**config.mk**
```make
export PLATFORM = sky130hd
export DESIGN_NAME = spi_frame_arbiter
export DESIGN_NICKNAME = d
export VERILOG_FILES = /design/src/rtl/spi_frame_arbiter.sv
export SDC_FILE = /design/constraint.sdc
export NUM_CORES = 1
export LEC_CHECK = 0
export BUFFER_PORTS_ARGS = -buffer_cell sky130_fd_sc_hd__buf_2
export CAP_MARGIN = 10
export CORE_UTILIZATION = 43
export CTS_BUF_LIST = sky130_fd_sc_hd__clkbuf_8 sky130_fd_sc_hd__clkbuf_16
export DETAILED_ROUTE_END_ITERATION = 12
export GPL_TIMING_DRIVEN = 0
export PLACE_DENSITY = 0.75
export SYNTH_ARGS = -nofsm -noshare
export SYNTH_HDL_FRONTEND = slang
export SYNTH_SLANG_ARGS = --single-unit
```
**constraint.sdc**
```tcl
create_clock -name i_clk -period 1.5 [get_ports i_clk]
set_input_delay 0.3 -clock i_clk [delete_from_list [all_inputs] [get_ports i_clk]]
set_output_delay 0.3 -clock i_clk [all_outputs]
set_load 0.02 [all_outputs]
```
**src/rtl/spi_frame_arbiter.sv**
```systemverilog
// -----------------------------------------------------------------------------
// spi_frame_arbiter
//
// Shares one SPI byte engine between two requesters. A granted requester gets
// its own active-low chip select for a whole multi-byte frame. Its bytes are
// forwarded one at a time to the engine, and the bytes read back are returned
// to it. Grants alternate round-robin when both requesters contend.
//
// Parameters:
//   CS_SETUP  cycles from chip select falling to first o_tx_ready (min 1)
//   CS_HOLD   cycles from last byte complete to chip select rising (min 1)
//   TIMEOUT   idle-byte watchdog limit (only with SPI_FRAME_TIMEOUT_EN)
//
// Ports:
//   i_clk, i_rst            clock, asynchronous active-high reset
//   i_req[1:0]              per-requester frame request, held for the frame
//   o_gnt[1:0]              one-hot grant
//   i_tx_valid/i_tx_last    requester byte offer / final-byte flag
//   i_tx_data0/i_tx_data1   bytes from requester 0 / 1
//   o_tx_ready[1:0]         byte accepted this cycle (granted requester only)
//   o_rx_valid, o_rx_data   one-cycle pulse with the byte just shifted in
//   o_abort                 one-cycle pulse on watchdog frame termination
//   o_cs_n[1:0]             active-low chip selects
//   o_spi_start/o_spi_data  start pulse and byte to the SPI engine
//   i_spi_busy, i_spi_new_data, i_spi_rx   status and read byte from engine
//
// Build option: define SPI_FRAME_TIMEOUT_EN to enable the watchdog that
// aborts a frame whose requester stalls in SEND for TIMEOUT cycles. Without
// it, o_abort is tied low and SEND waits indefinitely.
// -----------------------------------------------------------------------------
module spi_frame_arbiter #(
   parameter int CS_SETUP = 4,
   parameter int CS_HOLD  = 4,
   parameter int TIMEOUT  = 1024
) (
   input  logic       i_clk,
   input  logic       i_rst,
   input  logic [1:0] i_req,
   output logic [1:0] o_gnt,
   input  logic [1:0] i_tx_valid,
   input  logic [1:0] i_tx_last,
   input  logic [7:0] i_tx_data0,
   input  logic [7:0] i_tx_data1,
   output logic [1:0] o_tx_ready,
   output logic       o_rx_valid,
   output logic [7:0] o_rx_data,
   output logic       o_abort,
   output logic [1:0] o_cs_n,
   output logic       o_spi_start,
   output logic [7:0] o_spi_data,
   input  logic       i_spi_busy,
   input  logic       i_spi_new_data,
   input  logic [7:0] i_spi_rx
);
   localparam int SETUP_N = (CS_SETUP < 1) ? 1 : CS_SETUP;
   localparam int HOLD_N  = (CS_HOLD  < 1) ? 1 : CS_HOLD;
   localparam int CNT_MAX = (SETUP_N > HOLD_N) ? SETUP_N : HOLD_N;
   // The counter only ever reaches N-1, so clog2(N) bits are enough.
   localparam int CNT_W   = (CNT_MAX < 2) ? 1 : $clog2(CNT_MAX);

   typedef enum logic [2:0] {S_IDLE, S_SETUP, S_SEND, S_START, S_WAIT, S_HOLD} state_t;

   state_t             r_state, w_state_next;
   logic               r_g;          // index of the granted requester
   logic               r_last_g;     // requester granted in the previous frame
   logic [1:0]         r_gnt;
   logic [1:0]         r_cs_n;
   logic [CNT_W-1:0]   r_cnt;
   logic [7:0]         r_spi_data;
   logic               r_last_flag;
   logic               r_nd_d;
   logic               r_rx_valid;
   logic [7:0]         r_rx_data;

   logic               w_grant, w_grant_idx, w_accept, w_release, w_cnt_clr;
   logic               w_rx_pulse, w_timeout_hit;

   // ---------------- next-state / control ----------------
   always_comb begin
      w_state_next = r_state;
      w_grant      = 1'b0;
      w_grant_idx  = 1'b0;
      w_accept     = 1'b0;
      w_release    = 1'b0;
      w_cnt_clr    = 1'b0;
      case (r_state)
         S_IDLE: begin
            if (|i_req) begin
               w_grant      = 1'b1;
               // Both asking: the one not served last wins.
               w_grant_idx  = (i_req == 2'b11) ? ~r_last_g : i_req[1];
               w_cnt_clr    = 1'b1;
               w_state_next = S_SETUP;
            end
         end
         S_SETUP: begin
            if (r_cnt == CNT_W'(SETUP_N - 1)) w_state_next = S_SEND;
         end
         S_SEND: begin
            if (i_tx_valid[r_g]) begin
               w_accept     = 1'b1;
               w_state_next = S_START;
            end else if (!i_req[r_g] || w_timeout_hit) begin
               w_cnt_clr    = 1'b1;
               w_state_next = S_HOLD;
            end
         end
         S_START: w_state_next = S_WAIT;
         S_WAIT: begin
            if (!i_spi_busy) begin
               if (r_last_flag || !i_req[r_g]) begin
                  w_cnt_clr    = 1'b1;
                  w_state_next = S_HOLD;
               end else begin
                  w_state_next = S_SEND;
               end
            end
         end
         S_HOLD: begin
            if (r_cnt == CNT_W'(HOLD_N - 1)) begin
               w_release    = 1'b1;
               w_state_next = S_IDLE;
            end
         end
         default: w_state_next = S_IDLE;
      endcase
   end

   // The engine keeps new_data high for a long time; only its rising edge
   // inside WAIT marks a fresh byte.
   assign w_rx_pulse = (r_state == S_WAIT) && i_spi_new_data && !r_nd_d;

   // ---------------- state and datapath registers ----------------
   always_ff @(posedge i_clk or posedge i_rst) begin
      if (i_rst) begin
         r_state     <= S_IDLE;
         r_g         <= 1'b0;
         r_last_g    <= 1'b1;   // so requester 0 wins the first contention
         r_gnt       <= 2'b00;
         r_cs_n      <= 2'b11;
         r_cnt       <= '0;
         r_spi_data  <= 8'h00;
         r_last_flag <= 1'b0;
         r_nd_d      <= 1'b0;
         r_rx_valid  <= 1'b0;
         r_rx_data   <= 8'h00;
      end else begin
         r_state    <= w_state_next;
         r_nd_d     <= i_spi_new_data;
         r_rx_valid <= w_rx_pulse;
         if (w_rx_pulse) r_rx_data <= i_spi_rx;

         if (w_cnt_clr)                                  r_cnt <= '0;
         else if (r_state == S_SETUP || r_state == S_HOLD) r_cnt <= r_cnt + 1'b1;

         if (w_grant) begin
            r_g    <= w_grant_idx;
            r_gnt  <= w_grant_idx ? 2'b10 : 2'b01;
            r_cs_n <= w_grant_idx ? 2'b01 : 2'b10;
         end else if (w_release) begin
            r_gnt    <= 2'b00;
            r_cs_n   <= 2'b11;
            r_last_g <= r_g;
         end

         if (w_accept) begin
            r_spi_data  <= r_g ? i_tx_data1 : i_tx_data0;
            r_last_flag <= i_tx_last[r_g];
         end
      end
   end

`ifdef SPI_FRAME_TIMEOUT_EN
   logic [15:0] r_to_cnt;
   logic        r_abort;

   assign w_timeout_hit = (r_to_cnt == 16'(TIMEOUT - 1));

   // Counts SEND cycles without an offered byte; any other state or an
   // accept restarts it.
   always_ff @(posedge i_clk or posedge i_rst) begin
      if (i_rst) begin
         r_to_cnt <= 16'd0;
         r_abort  <= 1'b0;
      end else begin
         if (r_state != S_SEND || w_accept) r_to_cnt <= 16'd0;
         else if (!w_timeout_hit)           r_to_cnt <= r_to_cnt + 16'd1;
         // A requester that already dropped req ends normally, not aborted.
         r_abort <= (r_state == S_SEND) && !i_tx_valid[r_g] && i_req[r_g] && w_timeout_hit;
      end
   end
   assign o_abort = r_abort;
`else
   assign w_timeout_hit = 1'b0;
   assign o_abort       = 1'b0;
   // TIMEOUT only sizes the watchdog, which is absent in this build.
   if (TIMEOUT != 0) begin : g_watchdog_absent
   end
`endif

   assign o_gnt       = r_gnt;
   assign o_cs_n      = r_cs_n;
   assign o_tx_ready  = (r_state == S_SEND) ? r_gnt : 2'b00;
   assign o_spi_start = (r_state == S_START);
   assign o_spi_data  = r_spi_data;
   assign o_rx_valid  = r_rx_valid;
   assign o_rx_data   = r_rx_data;

endmodule

```
==> results.md, run 1 <==
- Status: complete, but fails checks
- Violated checks: setup timing
- Seq/Total Area, Yosys: 50.3%
- Async set-or-reset flop fraction in the synthesized netlist: 100%
- Die width: 61.1 um
- Die Area: 3730 um^2
- Pwr/cell area: 1990 nW/um^2
- Most common cell in the netlist: dfrtp_1
- Worst hold path class: primary input to async pin
- Worst Setup Start Kind: flop
- Placed Area: 1840 um^2
- Slew HR: 62.0%
- Final WS setup: -0.0692 ns
- Hold Slack: 0.0607 ns
- GP Congestion: 0.810
- Flip-flop and latch count after synthesis: 30
- Critical Path RT: 1.20 ns
- DR vias/cell: 5.06
- Max Freq: 637 MHz
- Row Count: 21
- Number of port buffers: 57
- Syn_nets: 172
- Root Driver: clkbuf_8
- Compound-Gate Fraction of Synth Area: 12.3%
- Syn. warnings: 0
- GR Overflow Total: 0
- Design Area, Final: 2260 um^2
- Synth top area share: 45.0%
- Max Clock Skew: 0.00437 ns
- Fin nets: 253
- Final Hold Fails: 0
- Deepest clock path buffer count: 2
- Slew @ Worst Pin: 0.570 ns
- Antenna Cells: 0
- R2r endpoint: r_state[1]
- Final Core Density: 67.6%
- Post-synthesis mux area share: 15.4%
- Die Span Y: 61.1 um
- Cell breakdown of the critical path: nor3b_4 > and2_4 > buf_6
- Slowest cell on crit path: dfrtp_2
- Cell taking the most area after synthesis: dfrtp_1
- Critical setup path kind: flop to primary output
- Post-Place Cells: 240
- Adder-cell share of the synthesized area: 0.834%
- Setup violations, final: 5
- Worst setup EP type: primary output
- Area of the multi-input gates: 763 um^2
- Detail Placement HPWL: 2130 um
- DRT antenna net count: 0
- Non-Filler Instances: 265
- I/O pin count: 59
- Synth unique cells: 40
- Synth Cell Area: 1500 um^2
- # hold bufs at CTS: 0
- Global-route wire length before repair: 4970 um
- Sequential cell area: 756 um^2
- R2R depth: 6
- Initial core utilization: 45.0%
- Simple-gate share of the synthesized area: 13.8%
- All-Layer GR Usage: 19.2%
- Share of layout cells above drive strength 1: 58.9%
- Main combinational cell family by area after synthesis: multiplexers
- CTS tree: yes
- Initial antenna violation count: 0
- Post-synthesis area per instance: 11.0 um^2
- RSZ-0062 raised after global routing: true
- FF-to-FF setup slack: -0.03 ns
- Latest clock arrival within the worst-skew pair: 0.29 ns
- Number of fillers in the final layout: 281
- Final Max Slew Viols: 0
- Vias post-DR: 1,341
- Critical path peak fanout: 4
- CTS sink cnt: 30
- Routed WL per cell: 13.7 um
- Routed wire length: 3620 um
- Final min period: 1.57 ns
- Most area-consuming cells after synthesis: dfrtp_1 45%, mux2i_1 8.7%, mux2_2 6.8%
- DRC: 0
- Final worst path period share: 105%
- Lkg Pwr: 0.00114 uW
- Max Cap Viol: 0
- Commonest cells post-synth: 27 x dfrtp_1, 16 x nor2_1, 13 x mux2i_1
- Top FF cell, synth: dfrtp_1
- EDFF count, synth: 0
- Fin Setup TNS: -0.236 ns
- Post-Syn Instances: 137
- Worst path max stage delay: 0.44 ns
- Xor-xnor portion of the synthesized cell area: 0.584%
- 1st-iter DRT viols: 41
- DRT Pass-1 Iters: 4
- Core area: 3340 um^2
- VDD IR max: 1210 uV
- TritonCTS Buffers: 5
- CTS clk-pin slew, worst paths: 0.06 ns
- Reg2Reg Launch Point: r_state[0]
- Critical Path AT: 1.27 ns
- Vias in the first global route: 1,117
- Maximum number of pins on one net before global-route repair: 31
- H-tree levels: 2
- Layout area overhead: 50.4%
==> area by class of cell <==
cell class / instances / share of cell area, %
plain buffers: 8 / 3.38
clock buffers: 6 / 3.66
clock inverters: 2 / 0.555
inverters: 8 / 1.33
multi-input cells: 91 / 33.8
flip-flops and latches: 30 / 33.5
well taps: 46 / 2.55
repair buffers: 74 / 21.2
==> layer usage <==
| layer | share of wire [%] | GRT usage, % | routed length, um | vias to the layer above |
|---|---|---|---|---|
| met3 | 5.8 | 6.93 | 211 | 8 |
| met4 | 2.0 | 8.77 | 74 | 0 |
| met2 | 50 | 29.7 | 1810 | 52 |
| met1 | 42 | 24.3 | 1530 | 644 |
| li1 | - | - | - | 637 |
| met5 | 0 | 0 | 0 | - |
==> layout by cell type, fill, tap and decap left out, drive strengths merged, types with 2 or more instances in the layout <==
cell,Yosys,layout
nand4b,1,2
clkbuf,0,8
nand2,5,5
dfrtp,27,27
buf,9,80
o32ai,2,2
and2,2,2
dfstp,3,3
mux2,9,9
mux2i,13,13
a21oi,12,12
o21a,2,2
nor2b,2,2
o21ai,5,5
nand3,3,3
nor2,17,17
inv,8,8
==> how the worst max path moves through the flow <==
stage                     startpoint            end  slack (ns)  cells past startpoint
after detailed placement  r_state[0]     r_state[1]       -0.05                      6
after CTS                 r_state[0]  o_tx_ready[1]       -0.08                      4
after global routing      r_state[1]  o_tx_ready[0]       -0.13                      4
after floorplan           r_state[0]     r_state[1]        0.10                      6
final                     r_state[0]  o_tx_ready[0]       -0.07                      3
after global placement           r_g    r_last_flag       -0.07                      7
==> logic make-up (layout without fill, tap and decap cells) <==
| group | count (synthesis) | after routing |
|---|---|---|
| flops | 30 | 30 |
| fa+ha+maj | 1 | 1 |
| xor+xnor | 1 | 1 |
| other cells | 1 | 1 |
| simple gates | 37 | 38 |
| compound gates | 28 | 28 |
| mux | 22 | 22 |
| buf+inv | 17 | 98 |
==> what timing repair did <==
item                       in CTS  in global routing
gates resized for setup        20                 23
setup endpoints to repair      20                 25
gates cloned                    0                  2
setup buffers                   9                  6
pin swaps                       7                  7
==> critical path: cells and delay by family (launching register included) <==
| family | cells | cell delay, ns |
|---|---|---|
| DFF | 1 | 0.44 |
| buffers and inverters | 1 | 0.11 |
| and+or+nand+nor | 2 | 0.43 |
==> metrics by stage <==
step           worst slack (ns)  power (uW)
3_3_place_gp            -0.0690        3240
5_1_grt                  -0.130        4780
6_report                -0.0692        4500
4_1_cts                 -0.0793        4220
3_5_place_dp            -0.0547        3280
2_1_floorplan             0.103        2760
==> registers in the layout (all words and copies together), names as in the netlist <==
| signal | count |
|---|---|
| o_rx_data | 8 |
| o_spi_data | 8 |
| r_state | 3 |
| o_cs_n | 2 |
| o_gnt | 2 |
| r_cnt | 2 |
| o_rx_valid | 1 |
| r_g | 1 |
| r_last_flag | 1 |
| r_last_g | 1 |
| r_nd_d | 1 |
==> where the power goes <==
group / internal, uW / switching, uW / total [uW]
Clock: 368 / 314 / 682
Sequential: 1200 / 228 / 1430
Combinational: 1120 / 1270 / 2390
Total: 2680 / 1810 / 4500
Note: power is estimated with default switching activity, not from simulation.
==> run 2: changes to the inputs <==
BUFFER_PORTS_ARGS = -buffer_cell sky130_fd_sc_hd__clkbuf_2   (was -buffer_cell sky130_fd_sc_hd__buf_2)
clock period = 1.3 ns   (was 1.5 ns; I/O delays follow)
==> run 2 against run 1 <==
  * Global-route usage is 1.2 points higher
  * Die area stayed put
  * Clock-buffer cell count is 1 lower
  * Total power is 27% higher
  * Combinational power up 31%
  * Sequential cell count did not move
  * Cell count increased by 1.5%
  * The run still ends with setup timing left
  * Hold slack got worse by 0.036 ns
  * Non-clock buffer count rose by 4
==> results.md, run 2 (synthesized netlist as in run 1, its figures left out) <==
- R2r endpoint: r_state[1]
- Final worst path period share: 122%
- Commonest non-fill, non-tap cells in the layout: 54 x clkbuf_2, 26 x dfrtp_1, 16 x buf_4, 14 x nor2_1
- R2R depth: 5
- Maximum number of pins on one net before global-route repair: 31
- Setup violations, final: 31
- Critical setup path kind: flop to primary output
- TritonCTS Buffers: 5
- Core area: 3340 um^2
- CTS tree: yes
- Die Area: 3730 um^2
- Worst Setup SP: r_state[0]
- Violated checks: setup timing
- Fin nets: 257
- Final WS setup: -0.290 ns
- Lkg Pwr: 0.00121 uW
- Die Span Y: 61.1 um
- DRT antenna net count: 0
- Global-route wire length before repair: 5350 um
- Critical Path End: o_tx_ready[1]
- Worst hold path class: primary input to async pin
- 1st-iter DRT viols: 67
- Pwr/cell area: 2370 nW/um^2
- Slew HR: 58.8%
- RSZ-0062 raised after global routing: true
- Final Hold Fails: 0
- All-Layer GR Usage: 20.5%
- Final min period: 1.59 ns
- VDD IR max: 1360 uV
- Int Power: 3390 uW
- Detail Placement HPWL: 2280 um
- Max Freq: 629 MHz
- Switch Pwr: 2300 uW
- Max Clock Skew: 0.00244 ns
- Routed wire length: 4080 um
- Final Power: 5690 uW
- Clk pwr share: 16.2%
- Critical Path AT: 1.33 ns
- GR Overflow Total: 0
- DRC: 0
- Vias post-DR: 1,385
- Reg power frac: 29.0%
- CTS clk-pin slew, worst paths: 0.06 ns
- Status: complete, but fails checks
- Critical Path RT: 1.04 ns
- Vias in the first global route: 1,194
- Root Driver: clkbuf_8
- Routed WL per cell: 15.1 um
- Fin Setup TNS: -5.15 ns
- Final Core Density: 71.8%
- Worst setup EP type: primary output
- Number of port buffers: 57
- I/O pin count: 59
- DR vias/cell: 5.15
- Slew @ Worst Pin: 0.617 ns
- Deepest clock path buffer count: 2
- CTS sink cnt: 30
- Initial core utilization: 45.0%
- Row Count: 21
- Share of layout cells above drive strength 1: 64.1%
- Worst Setup Start Kind: flop
- Combinational power share: 54.8%
- DRT Pass-1 Iters: 4
- FF-to-FF setup slack: -0.25 ns
- Latest clock arrival within the worst-skew pair: 0.28 ns
- Max Cap Viol: 0
- Die width: 61.1 um
- Final Max Slew Viols: 0
- Reg2Reg Launch Point: r_g
- Initial antenna violation count: 0
- GP Congestion: 0.906
- H-tree levels: 2
- Antenna Cells: 0
- Critical path peak fanout: 4
- # hold bufs at CTS: 0
- Sw frac: 40.4%
- Most common cell after layout, fill and taps aside: clkbuf_2
- Layout area overhead: 59.7%
[run 2: cell types whose count changed in the layout (fill, tap and decap cells not counted), moves of 4 or more]
cell / change
buf_2: -54
clkbuf_2: +54
a21oi_1: -7
a21oi_2: +7
nor2_2: -5
buf_4: +4
[run 2: metal layers]
layer	GRT usage, %	vias up	share of wire, %
met2	33.5	61	53
met5	0	-	0
met4	9.09	0	3.0
met3	6.30	14	6.4
met1	24.9	662	37
li1	-	648	-
[run 2: worst min-delay path by stage]
stage                              start            to  slack (ns)  cells after the start
after floorplan           i_spi_new_data        r_nd_d        0.29                      0
after CTS                 i_spi_new_data        r_nd_d        0.16                      1
after detailed placement  i_spi_new_data        r_nd_d        0.41                      1
after global routing               i_rst  o_rx_data[1]        0.07                      2
final                              i_rst  o_rx_data[4]        0.02                      2
after global placement    i_spi_new_data        r_nd_d        0.40                      1
[run 2: power groups by stage]
stage / logic, uW / registers (uW) / clock network, uW
floorplan: 1270 / 1960 / 0
global placement: 2160 / 1590 / 0
detailed placement: 2240 / 1610 / 0
CTS: 2510 / 1610 / 929
global route: 3360 / 1710 / 974
finish: 3120 / 1650 / 921
[run 2: what timing repair did]
| action | 4_1_cts | 5_1_grt |
|---|---|---|
| gates cloned | 1 | 2 |
| endpoints found under the setup margin | 30 | 30 |
| gates resized for setup | 19 | 42 |
| pin swaps | 4 | 18 |
| buffers inserted | 7 | 12 |
[run 2: layout make-up]
| class | instances | area (um^2) |
|---|---|---|
| Multi-Input combinational cell | 91 | 855 |
| Inverter | 8 | 30.0 |
| Tap cell | 46 | 57.6 |
| Clock buffer | 5 | 68.8 |
| Buffer | 7 | 72.6 |
| Timing Repair Buffer | 79 | 517 |
| Fill cell | 247 | 941 |
| Sequential cell | 30 | 756 |
| Clock inverter | 3 | 40.0 |
[run 2: per-stage QoR]
step / cells / worst slack [ns] / cell area (um^2) / hold slack [ns]
after global routing: 269 / -0.356 / 2400 / 0.0708
after detailed placement: 240 / -0.276 / 1860 / 0.411
final: 269 / -0.290 / 2400 / 0.0248
after CTS: 255 / -0.291 / 2110 / 0.159
after floorplan: 137 / -0.0906 / 1520 / 0.291
after global placement: 240 / -0.225 / 1860 / 0.404
[run 2: worst max-delay path: stages (launching register included)]
cell     delay [ns]
dfrtp_2        0.44
nor3b_4        0.29
and2_4         0.21
buf_8          0.10
